`config.mk`:
```
export PLATFORM = sky130hd
export DESIGN_NAME = sample_decompose
export DESIGN_NICKNAME = d
export VERILOG_FILES = /design/src/rtl/digitizer_pkg.sv /design/src/rtl/sample_pair_fifo.sv /design/src/rtl/sample_decompose.sv
export SDC_FILE = /design/constraint.sdc
export NUM_CORES = 1
export LEC_CHECK = 0
export BUFFER_PORTS_ARGS = -buffer_cell sky130_fd_sc_hd__buf_2
export CORE_UTILIZATION = 54
export DETAILED_ROUTE_END_ITERATION = 8
export GPL_TIMING_DRIVEN = 0
export MAX_ROUTING_LAYER = met4
export PLACE_DENSITY = 0.84
export SYNTH_ARGS = -nofsm -noshare
export SYNTH_HDL_FRONTEND = slang
export SYNTH_SLANG_ARGS = --single-unit
```
`constraint.sdc`:
```
create_clock -name Clock -period 8.7 [get_ports Clock]
set_clock_uncertainty 0.2 [all_clocks]
set_input_delay 1.74 -clock Clock [delete_from_list [all_inputs] [get_ports Clock]]
set_output_delay 1.74 -clock Clock [all_outputs]
set_load 0.01 [all_outputs]
```
`src/rtl/digitizer_pkg.sv`:
```
// Shared digitizer definitions used on both the TX (decompose) and RX
// (compose) sides so octet ordering is identical in both directions.
//
// Contents:
//   SAMPLE_W / OCTET_W / TAIL_W   sample, octet and tail-nibble widths
//   sample_t, octet_t             scalar types
//   sample_pair_t                 {s1, s0} pair as stored in the TX buffer
//   octet_pair_t                  {hi, lo} octets produced from one sample
//   split_sample()                sample + tail -> {sample[11:4]}, {sample[3:0], tail}
package digitizer_pkg;

  localparam int SAMPLE_W = 12;
  localparam int OCTET_W  = 8;
  localparam int TAIL_W   = 4;

  typedef logic [SAMPLE_W-1:0] sample_t;
  typedef logic [OCTET_W-1:0]  octet_t;

  typedef struct packed {
    sample_t s1;
    sample_t s0;
  } sample_pair_t;

  typedef struct packed {
    octet_t hi;
    octet_t lo;
  } octet_pair_t;

  // High octet carries the top eight data bits; the low octet carries the
  // remaining data bits followed by the tail nibble.
  function automatic octet_pair_t split_sample(input sample_t           sample,
                                               input logic [TAIL_W-1:0] tail);
    octet_pair_t o;
    o.hi = sample[SAMPLE_W-1:SAMPLE_W-OCTET_W];
    o.lo = {sample[SAMPLE_W-OCTET_W-1:0], tail};
    return o;
  endfunction

endpackage

```
`src/rtl/sample_pair_fifo.sv`:
```
// First-word-fall-through circular buffer for sample pairs.
//
// Ports:
//   clk_i        in   clock, rising edge
//   rst_ni       in   asynchronous active-low reset (pointers/count only)
//   wr_en_i      in   write request; ignored while full
//   wr_data_i    in   WIDTH-bit entry to store
//   rd_en_i      in   pop request; ignored while empty
//   head_o       out  entry at the read pointer
//   head_next_o  out  entry one slot after the read pointer
//   count_o      out  number of stored entries, 0..DEPTH
//   full_o       out  count == DEPTH
//   empty_o      out  count == 0
module sample_pair_fifo #(
  parameter int DEPTH = 8,
  parameter int WIDTH = 24
) (
  input  logic                     clk_i,
  input  logic                     rst_ni,
  input  logic                     wr_en_i,
  input  logic [WIDTH-1:0]         wr_data_i,
  input  logic                     rd_en_i,
  output logic [WIDTH-1:0]         head_o,
  output logic [WIDTH-1:0]         head_next_o,
  output logic [$clog2(DEPTH):0]   count_o,
  output logic                     full_o,
  output logic                     empty_o
);

  localparam int              AW       = $clog2(DEPTH);
  localparam logic [AW-1:0]   LAST_PTR = AW'(DEPTH - 1);
  localparam logic [AW:0]     FULL_CNT = (AW + 1)'(DEPTH);

  logic [WIDTH-1:0] mem_q [DEPTH];
  logic [AW-1:0]    wr_ptr_q, wr_ptr_d;
  logic [AW-1:0]    rd_ptr_q, rd_ptr_d;
  logic [AW-1:0]    rd_ptr_inc;
  logic [AW:0]      count_q, count_d;
  logic             wr_fire, rd_fire;

  function automatic logic [AW-1:0] ptr_inc(input logic [AW-1:0] p);
    return (p == LAST_PTR) ? '0 : p + AW'(1);
  endfunction

  assign full_o      = (count_q == FULL_CNT);
  assign empty_o     = (count_q == '0);
  assign count_o     = count_q;
  assign wr_fire     = wr_en_i & ~full_o;
  assign rd_fire     = rd_en_i & ~empty_o;
  assign rd_ptr_inc  = ptr_inc(rd_ptr_q);
  assign head_o      = mem_q[rd_ptr_q];
  // Lets the consumer preload the following entry on a pop without a bubble.
  assign head_next_o = mem_q[rd_ptr_inc];

  always_comb begin
    wr_ptr_d = wr_fire ? ptr_inc(wr_ptr_q) : wr_ptr_q;
    rd_ptr_d = rd_fire ? rd_ptr_inc : rd_ptr_q;
    count_d  = count_q;
    case ({wr_fire, rd_fire})
      2'b10:   count_d = count_q + (AW + 1)'(1);
      2'b01:   count_d = count_q - (AW + 1)'(1);
      default: count_d = count_q;
    endcase
  end

  always_ff @(posedge clk_i or negedge rst_ni) begin
    if (!rst_ni) begin
      wr_ptr_q <= '0;
      rd_ptr_q <= '0;
      count_q  <= '0;
    end else begin
      wr_ptr_q <= wr_ptr_d;
      rd_ptr_q <= rd_ptr_d;
      count_q  <= count_d;
    end
  end

  // Storage is data only; stale contents are never exposed because the
  // count gates every use of the head.
  always_ff @(posedge clk_i) begin
    if (wr_fire) mem_q[wr_ptr_q] <= wr_data_i;
  end

endmodule

```
`src/rtl/sample_decompose.sv`:
```
// TX-side sample splitter: buffers 12-bit sample pairs and presents each pair
// as four registered octets for the lane controller, popping one pair per
// Read strobe. A ramp source can replace the buffered data for loopback.
//
// Ports:
//   Clock                 in   clock, rising edge
//   Reset_N               in   asynchronous active-low reset
//   Input_Sample_0/1      in   12-bit samples of the incoming pair
//   Input_Valid           in   pair valid
//   Input_Ready           out  buffer can accept (transfer = Valid & Ready)
//   Pattern_Enable        in   1 = ramp pattern replaces buffered data
//   Output_MainData_0..3  out  octets: s0 hi, {s0 lo, tail}, s1 hi, {s1 lo, tail}
//   Output_MainData_Read  in   consume the pair currently on the octets
//   Empty                 out  no buffered pair
//   Underflow             out  sticky: Read while empty with pattern off
module sample_decompose
  import digitizer_pkg::*;
#(
  parameter int                FIFO_DEPTH = 8,
  parameter logic [TAIL_W-1:0] TAIL_BITS  = 4'h0
) (
  input  logic                Clock,
  input  logic                Reset_N,
  input  logic [SAMPLE_W-1:0] Input_Sample_0,
  input  logic [SAMPLE_W-1:0] Input_Sample_1,
  input  logic                Input_Valid,
  output logic                Input_Ready,
  input  logic                Pattern_Enable,
  output logic [OCTET_W-1:0]  Output_MainData_0,
  output logic [OCTET_W-1:0]  Output_MainData_1,
  output logic [OCTET_W-1:0]  Output_MainData_2,
  output logic [OCTET_W-1:0]  Output_MainData_3,
  input  logic                Output_MainData_Read,
  output logic                Empty,
  output logic                Underflow
);

  localparam int          CW      = $clog2(FIFO_DEPTH) + 1;
  localparam logic [CW-1:0] TWO_CNT = CW'(2);

  sample_pair_t   wr_pair, head_pair, head_next_pair, pair_d;
  logic [CW-1:0]  fifo_count;
  logic           fifo_full, fifo_empty;
  logic           wr_req, rd_req, rd_fire;
  sample_t        ramp_q, ramp_d;
  logic           pat_q;
  logic           underflow_q, underflow_d;
  octet_pair_t    sp0_d, sp1_d;
  octet_t         oct0_q, oct1_q, oct2_q, oct3_q;

  assign wr_pair.s0 = Input_Sample_0;
  assign wr_pair.s1 = Input_Sample_1;

  // Ready is forced low while reset is held so nothing is offered during it.
  assign Input_Ready = Reset_N & ~fifo_full;
  assign wr_req      = Input_Valid & Input_Ready;
  // In pattern mode the buffer is frozen: Reads only advance the ramp.
  assign rd_req      = Output_MainData_Read & ~Pattern_Enable;
  assign rd_fire     = rd_req & ~fifo_empty;

  sample_pair_fifo #(
    .DEPTH (FIFO_DEPTH),
    .WIDTH ($bits(sample_pair_t))
  ) u_fifo (
    .clk_i       (Clock),
    .rst_ni      (Reset_N),
    .wr_en_i     (wr_req),
    .wr_data_i   (wr_pair),
    .rd_en_i     (rd_req),
    .head_o      (head_pair),
    .head_next_o (head_next_pair),
    .count_o     (fifo_count),
    .full_o      (fifo_full),
    .empty_o     (fifo_empty)
  );

  // Next octet contents. Without a Read the register shows the current head
  // (so a new head appears one cycle after it arrives). On a Read the
  // consumed pair is replaced by the following entry in the same edge; with
  // only one entry left the octets drop to idle zeros.
  always_comb begin
    ramp_d      = ramp_q;
    pair_d      = '0;
    underflow_d = underflow_q | (rd_req & fifo_empty);
    if (Pattern_Enable) begin
      if (!pat_q) begin
        ramp_d = '0;
      end else if (Output_MainData_Read) begin
        ramp_d = ramp_q + SAMPLE_W'(2);
      end
      pair_d.s0 = ramp_d;
      pair_d.s1 = ramp_d + SAMPLE_W'(1);
    end else if (rd_fire) begin
      if (fifo_count >= TWO_CNT) pair_d = head_next_pair;
    end else if (!fifo_empty) begin
      pair_d = head_pair;
    end
    sp0_d = split_sample(pair_d.s0, TAIL_BITS);
    sp1_d = split_sample(pair_d.s1, TAIL_BITS);
  end

  always_ff @(posedge Clock or negedge Reset_N) begin
    if (!Reset_N) begin
      ramp_q      <= '0;
      pat_q       <= 1'b0;
      underflow_q <= 1'b0;
      oct0_q      <= '0;
      oct1_q      <= '0;
      oct2_q      <= '0;
      oct3_q      <= '0;
    end else begin
      ramp_q      <= ramp_d;
      pat_q       <= Pattern_Enable;
      underflow_q <= underflow_d;
      oct0_q      <= sp0_d.hi;
      oct1_q      <= sp0_d.lo;
      oct2_q      <= sp1_d.hi;
      oct3_q      <= sp1_d.lo;
    end
  end

  assign Output_MainData_0 = oct0_q;
  assign Output_MainData_1 = oct1_q;
  assign Output_MainData_2 = oct2_q;
  assign Output_MainData_3 = oct3_q;
  assign Empty             = fifo_empty;
  assign Underflow         = underflow_q;

endmodule

```
# Word level (Yosys, flattened, before mapping)
# Memory sizes are Yosys's and may differ from the RTL's.
# Cells that the tools add are included.
# word_totals
reg_bits	48
ramBits	192
out_inout_bits	35
wordCells	47
mem_count	1
# mem_list
memory	depth	word_bits	rd	rd_ports_with_merged_regs	write_ports	line	rtl
u_fifo.mem_q	8	24	2	0	1	sample_pair_fifo.sv:34	logic [WIDTH-1:0] mem_q [DEPTH];
# classes
n_addsub	6
magnitude_cmp	1
eq_ne	5
mux	12
bitwise_logic	10
n_reduce_logical	2
# ops
operator	count
$mux W24	4
$mux W12	3
$add A12 B1 Y12 const B	1
$add A12 B2 Y12 const B	1
$pmux W4 S2	1
$add A3 B1 Y3 const B	2
$and A1 B1 Y1	6
$eq A3 B3 Y1 const B	2
$mux W3	2
$add A4 B1 Y4 const B	1
$eq A4 B4 Y1 const B	1
$ge A4 B2 Y1 const B	1
$logic_not A4 Y1	1
$sub A4 B1 Y4 const B	1
$not A1 Y1	3
$eq A2 B1 Y1 const B	1
$eq A2 B2 Y1 const B	1
$mux W1	2
$reduce_bool A2 Y1	1
$or A1 B1 Y1	1

# Logic depth before layout (Yosys ltp)
# depth
ltp_word	7
depth_mapped	10
depth_no_buf	10

# Hierarchy
# A second synthesis with hierarchy kept.
# hier_totals
hier_cells	673
hier_area_um2	11632.4
# modules_own_cells
mod	n_inst	cells_each	area_per_inst_um2	seq_area_each_um2
sample_pair_fifo	1	431	9345.2	6015.8
sample_decompose	1	242	2287.2	950.9

# Worst setup path after synthesis
# No wires, ideal clock.
# synth_timing
path_type	input to register
startpoint	input Reset_N
endpoint	memory u_fifo.mem_q[0][0], enable pin
setup_time_ns	0.466
t_arrival_ns	4.514
t_required_ns	8.034
path_slack_ns	3.520
path_stages	3
cell_sequence	o41a_1 nand2_1 nor4_1
# synth_between
elab_chain_len	5
# synth_lines
element	line	rtl
start, declared	sample_decompose.sv:23	input logic Reset_N,
$and A1 B1 Y1	sample_decompose.sv:55	assign Input_Ready = Reset_N & ~fifo_full;
$and A1 B1 Y1	sample_decompose.sv:56	assign wr_req = Input_Valid & Input_Ready;
$and A1 B1 Y1	sample_pair_fifo.sv:48	assign wr_fire = wr_en_i & ~full_o;
$mux W1	sample_pair_fifo.sv:81	if (wr_fire) mem_q[wr_ptr_q] <= wr_data_i;
$mux W1 (implied by the code)	sample_pair_fifo.sv:81	
end, declared	sample_pair_fifo.sv:34	
# No other way between the ends.

# Final worst setup path
# layout_timing
startpoint	input Reset_N
endpoint	output Input_Ready
# layout_between
elab_chain_len	1
# layout_lines
element	line	rtl
$and A1 B1 Y1	sample_decompose.sv:55	
end, declared	sample_decompose.sv:27	output logic Input_Ready,
# No other way between the ends.

==> qor.yml <==
yosys:
  ys_warn_count: 0
  syn_area_per_cell_um2: 17.76
  synth_top_area_share_pct: 50.42
  ys_seq_area_share_pct: 60.93
  ys_types: 55
  synthCells: 644
  synth_area_leaders: "edfxtp_1, mux4_2, dfrtp_1"
  ys.flop_type: "edfxtp_1"
  synth_edf_count: 192
  synth_commonest_cells: "edfxtp_1, mux4_2, mux2i_1"
  synth_top_area_cell: "edfxtp_1"
  ys_ff_latch: 240
  yosysMostFrequentCell: "edfxtp_1"
  netlist_area_mm2: 0.01143
  async_reset_ff_share_pct: 20.00
critical_path:
  crit_type: "in -> out"
  critPathMaxFanout: 49
  end_kind: "primary output"
  cp.required_ps: 6760
  cp.arrival_ps: 3050
  worstSetupStartpointType: "primary input"
route:
  ant_nets: 0
  first_pass_iters: 5
  vias: 6750
  avgRoutedWirePerCell_um: 26.31
  viasPerCell: 6.509
  drc_errors: 0
  routed_wl_um: 27290
  drt_iter0_drc: 673
clock_tree:
  cts_resized: 0
  root_buffer: "clkbuf_16"
  cts_setup_buffers: 0
  cts.clk_slew.worst_paths_ps: 60
  clk_path_buf_depth: 3
  ctsHtreeMaxLevel: 1
  cts_buffers: 25
  clkSinkCount: 240
  cts_hold_buffers: 0
  tritoncts: "done"
  clk_latency_ps: 520
power_and_ir_drop:
  total_power_mw: 4.438
  leakage_nw: 4.748
  irDropWorstVdd_mv: 0.1942
  powerDensity_mw_per_mm2: 337.0
floorplan:
  core-area_mm2: 0.02049
  pin_count: 64
  die_h_um: 147.5
  die_area_mm2: 0.02176
  die_w_um: 147.5
  num_rows: 52
  start_util_pct: 55.79
timing:
  min_period_ps: 4988
  setup_ws_ps: 3712
  fin_crit_sh_pct: 57.33
  hold_viol_final: 0
  fin_tns_setup_ps: 0
  max-slew-margin-rel_pct: 7.554
  clock.fmax_ghz: 0.2005
  slew_violations: 0
  rsz0062_at_grt: "false"
  finalSetupViolations: 0
  worstMarginPinSlew_ps: 1375
placement:
  gp_congestion: 0.8931
  dpl_cell_area_mm2: 0.01227
  placed_cells: 990
  portBuffers: 55
  hpwlAfterDp_um: 18750
  pre_cts_ws_ps: 3656
final_layout:
  stdcell_count: 1037
  drive_gt1_share_pct: 36.60
  syn2layout_area_growth_pct: 15.14
  final_nets: 786
  final_area_mm2: 0.01317
global_route:
  grt_pass1_vias: 6985
  grt_max_degree: 50
  antenna_found_initial: 2
  grt-ovfl-total: 0
  grt_usage_pct: 26.82
  grt_pass1_wl_um: 41540
worst_hold_path:
  hp-class: "reg -> reg"
flow_run:
  drv_cap: 0
run_status:
  status: "completed"
-- power breakdown --
group          leakage, nW  switching (mW)  total [mW]  internal, mW
clock                0.439           0.441        1.13         0.690
combinational         1.97           0.965        1.85         0.884
sequential            2.34          0.0787        1.46          1.38
-- flip-flops by register name, summed over array words and instances, names as in the netlist --
signal / flops
u_fifo.count_o: 4
Output_MainData_3: 4
ramp_q: 12
u_fifo.mem_q: 192
Output_MainData_1: 4
Underflow: 1
pat_q: 1
Output_MainData_0: 8
u_fifo.wr_ptr_q: 3
Output_MainData_2: 8
u_fifo.rd_ptr_q: 3
-- through the flow --
| stage | utilization (%) | hold WS, ps |
|---|---|---|
| 6_report | 64.24 | 270.5 |
| 5_1_grt | 64.24 | 290.5 |
| 4_1_cts | 64.22 | 273.2 |
| 3_5_place_dp | 59.88 | 256.0 |
| 3_3_place_gp | 58.91 | 240.2 |
| 2_1_floorplan | - | 293.2 |
-- logic make-up after synthesis --
family	synth area share, %
flip-flops	60.93
multiplexers	26.10
AND/OR/NAND/NOR	4.169
AO/OA/AOI/OAI	3.589
buffers and inverters	2.659
XOR/XNOR	1.368
adder cells (fa/ha/maj)	1.160
other	0.03279
-- per-layer routing --
layer / wire length [um] / share of wire, % / global-route usage (%) / vias up
met1: 10210 / 37 / 34.52 / 3469
met3: 2416 / 8.9 / 4.537 / 59
met2: 13960 / 51 / 43.77 / 387
li1: - / - / - / 2835
met4: 709 / 2.6 / 8.866 / 0
met5: 0 / 0 / - / -
-- worst max-delay path, stage by stage --
cell    delay, ps
buf_2         810
o41a_1        340
buf_2         150
-- cell usage in the layout, fill, tap and decap left out, types with 4 or more instances in the layout --
cell type / netlist / routed
nor3_2: 1 / 5
mux2i_1: 54 / 54
o22ai_1: 24 / 24
ha_1: 9 / 9
mux4_2: 96 / 96
o21ai_0: 4 / 4
nor2_1: 25 / 22
conb_1: 1 / 8
edfxtp_1: 192 / 192
nor2_4: 1 / 4
nand3_1: 5 / 5
buf_4: 12 / 16
buf_2: 12 / 67
mux2_2: 25 / 25
dfrtp_1: 48 / 48
clkbuf_16: 0 / 28
buf_6: 4 / 12
inv_1: 8 / 8
o21a_1: 4 / 4
xnor2_1: 14 / 14
clkinv_2: 0 / 4
clkbuf_1: 20 / 21
a21oi_1: 16 / 16
and2_1: 4 / 4
nand2b_1: 6 / 6
nand2_1: 9 / 9
-- path summary, 6_finish.rpt --
check | start | to | slack, ps | cells past startpoint
min in group asynchronous | Reset_N | ramp_q[6]$_DFFE_PN0P_ | 1230 | 1
worst max-delay path | Reset_N | Input_Ready | 3710 | 3
max in group asynchronous | Reset_N | ramp_q[7]$_DFFE_PN0P_ | 6390 | 1
worst max register to register | u_fifo.count_o[2]$_DFFE_PN0P_ | Output_MainData_2[6]$_DFF_PN0_ | 5590 | 4
worst min-delay path | Underflow$_DFF_PN0_ | Underflow$_DFF_PN0_ | 270 | 1
worst min register to register | Underflow$_DFF_PN0_ | Underflow$_DFF_PN0_ | 270 | 1
-- area by class of cell --
class                   instances  area, um^2
diodes                          2       5.005
plain buffers                  49       274.0
clock buffers                  32       739.5
clock inverters                13       148.9
fillers                      1378        7328
inverters                       8       30.03
multi-input cells             354        4239
flip-flops and latches        240        6967
well taps                     270       337.8
repair buffers                 69       425.4
Power figures use the tool's default switching activity.
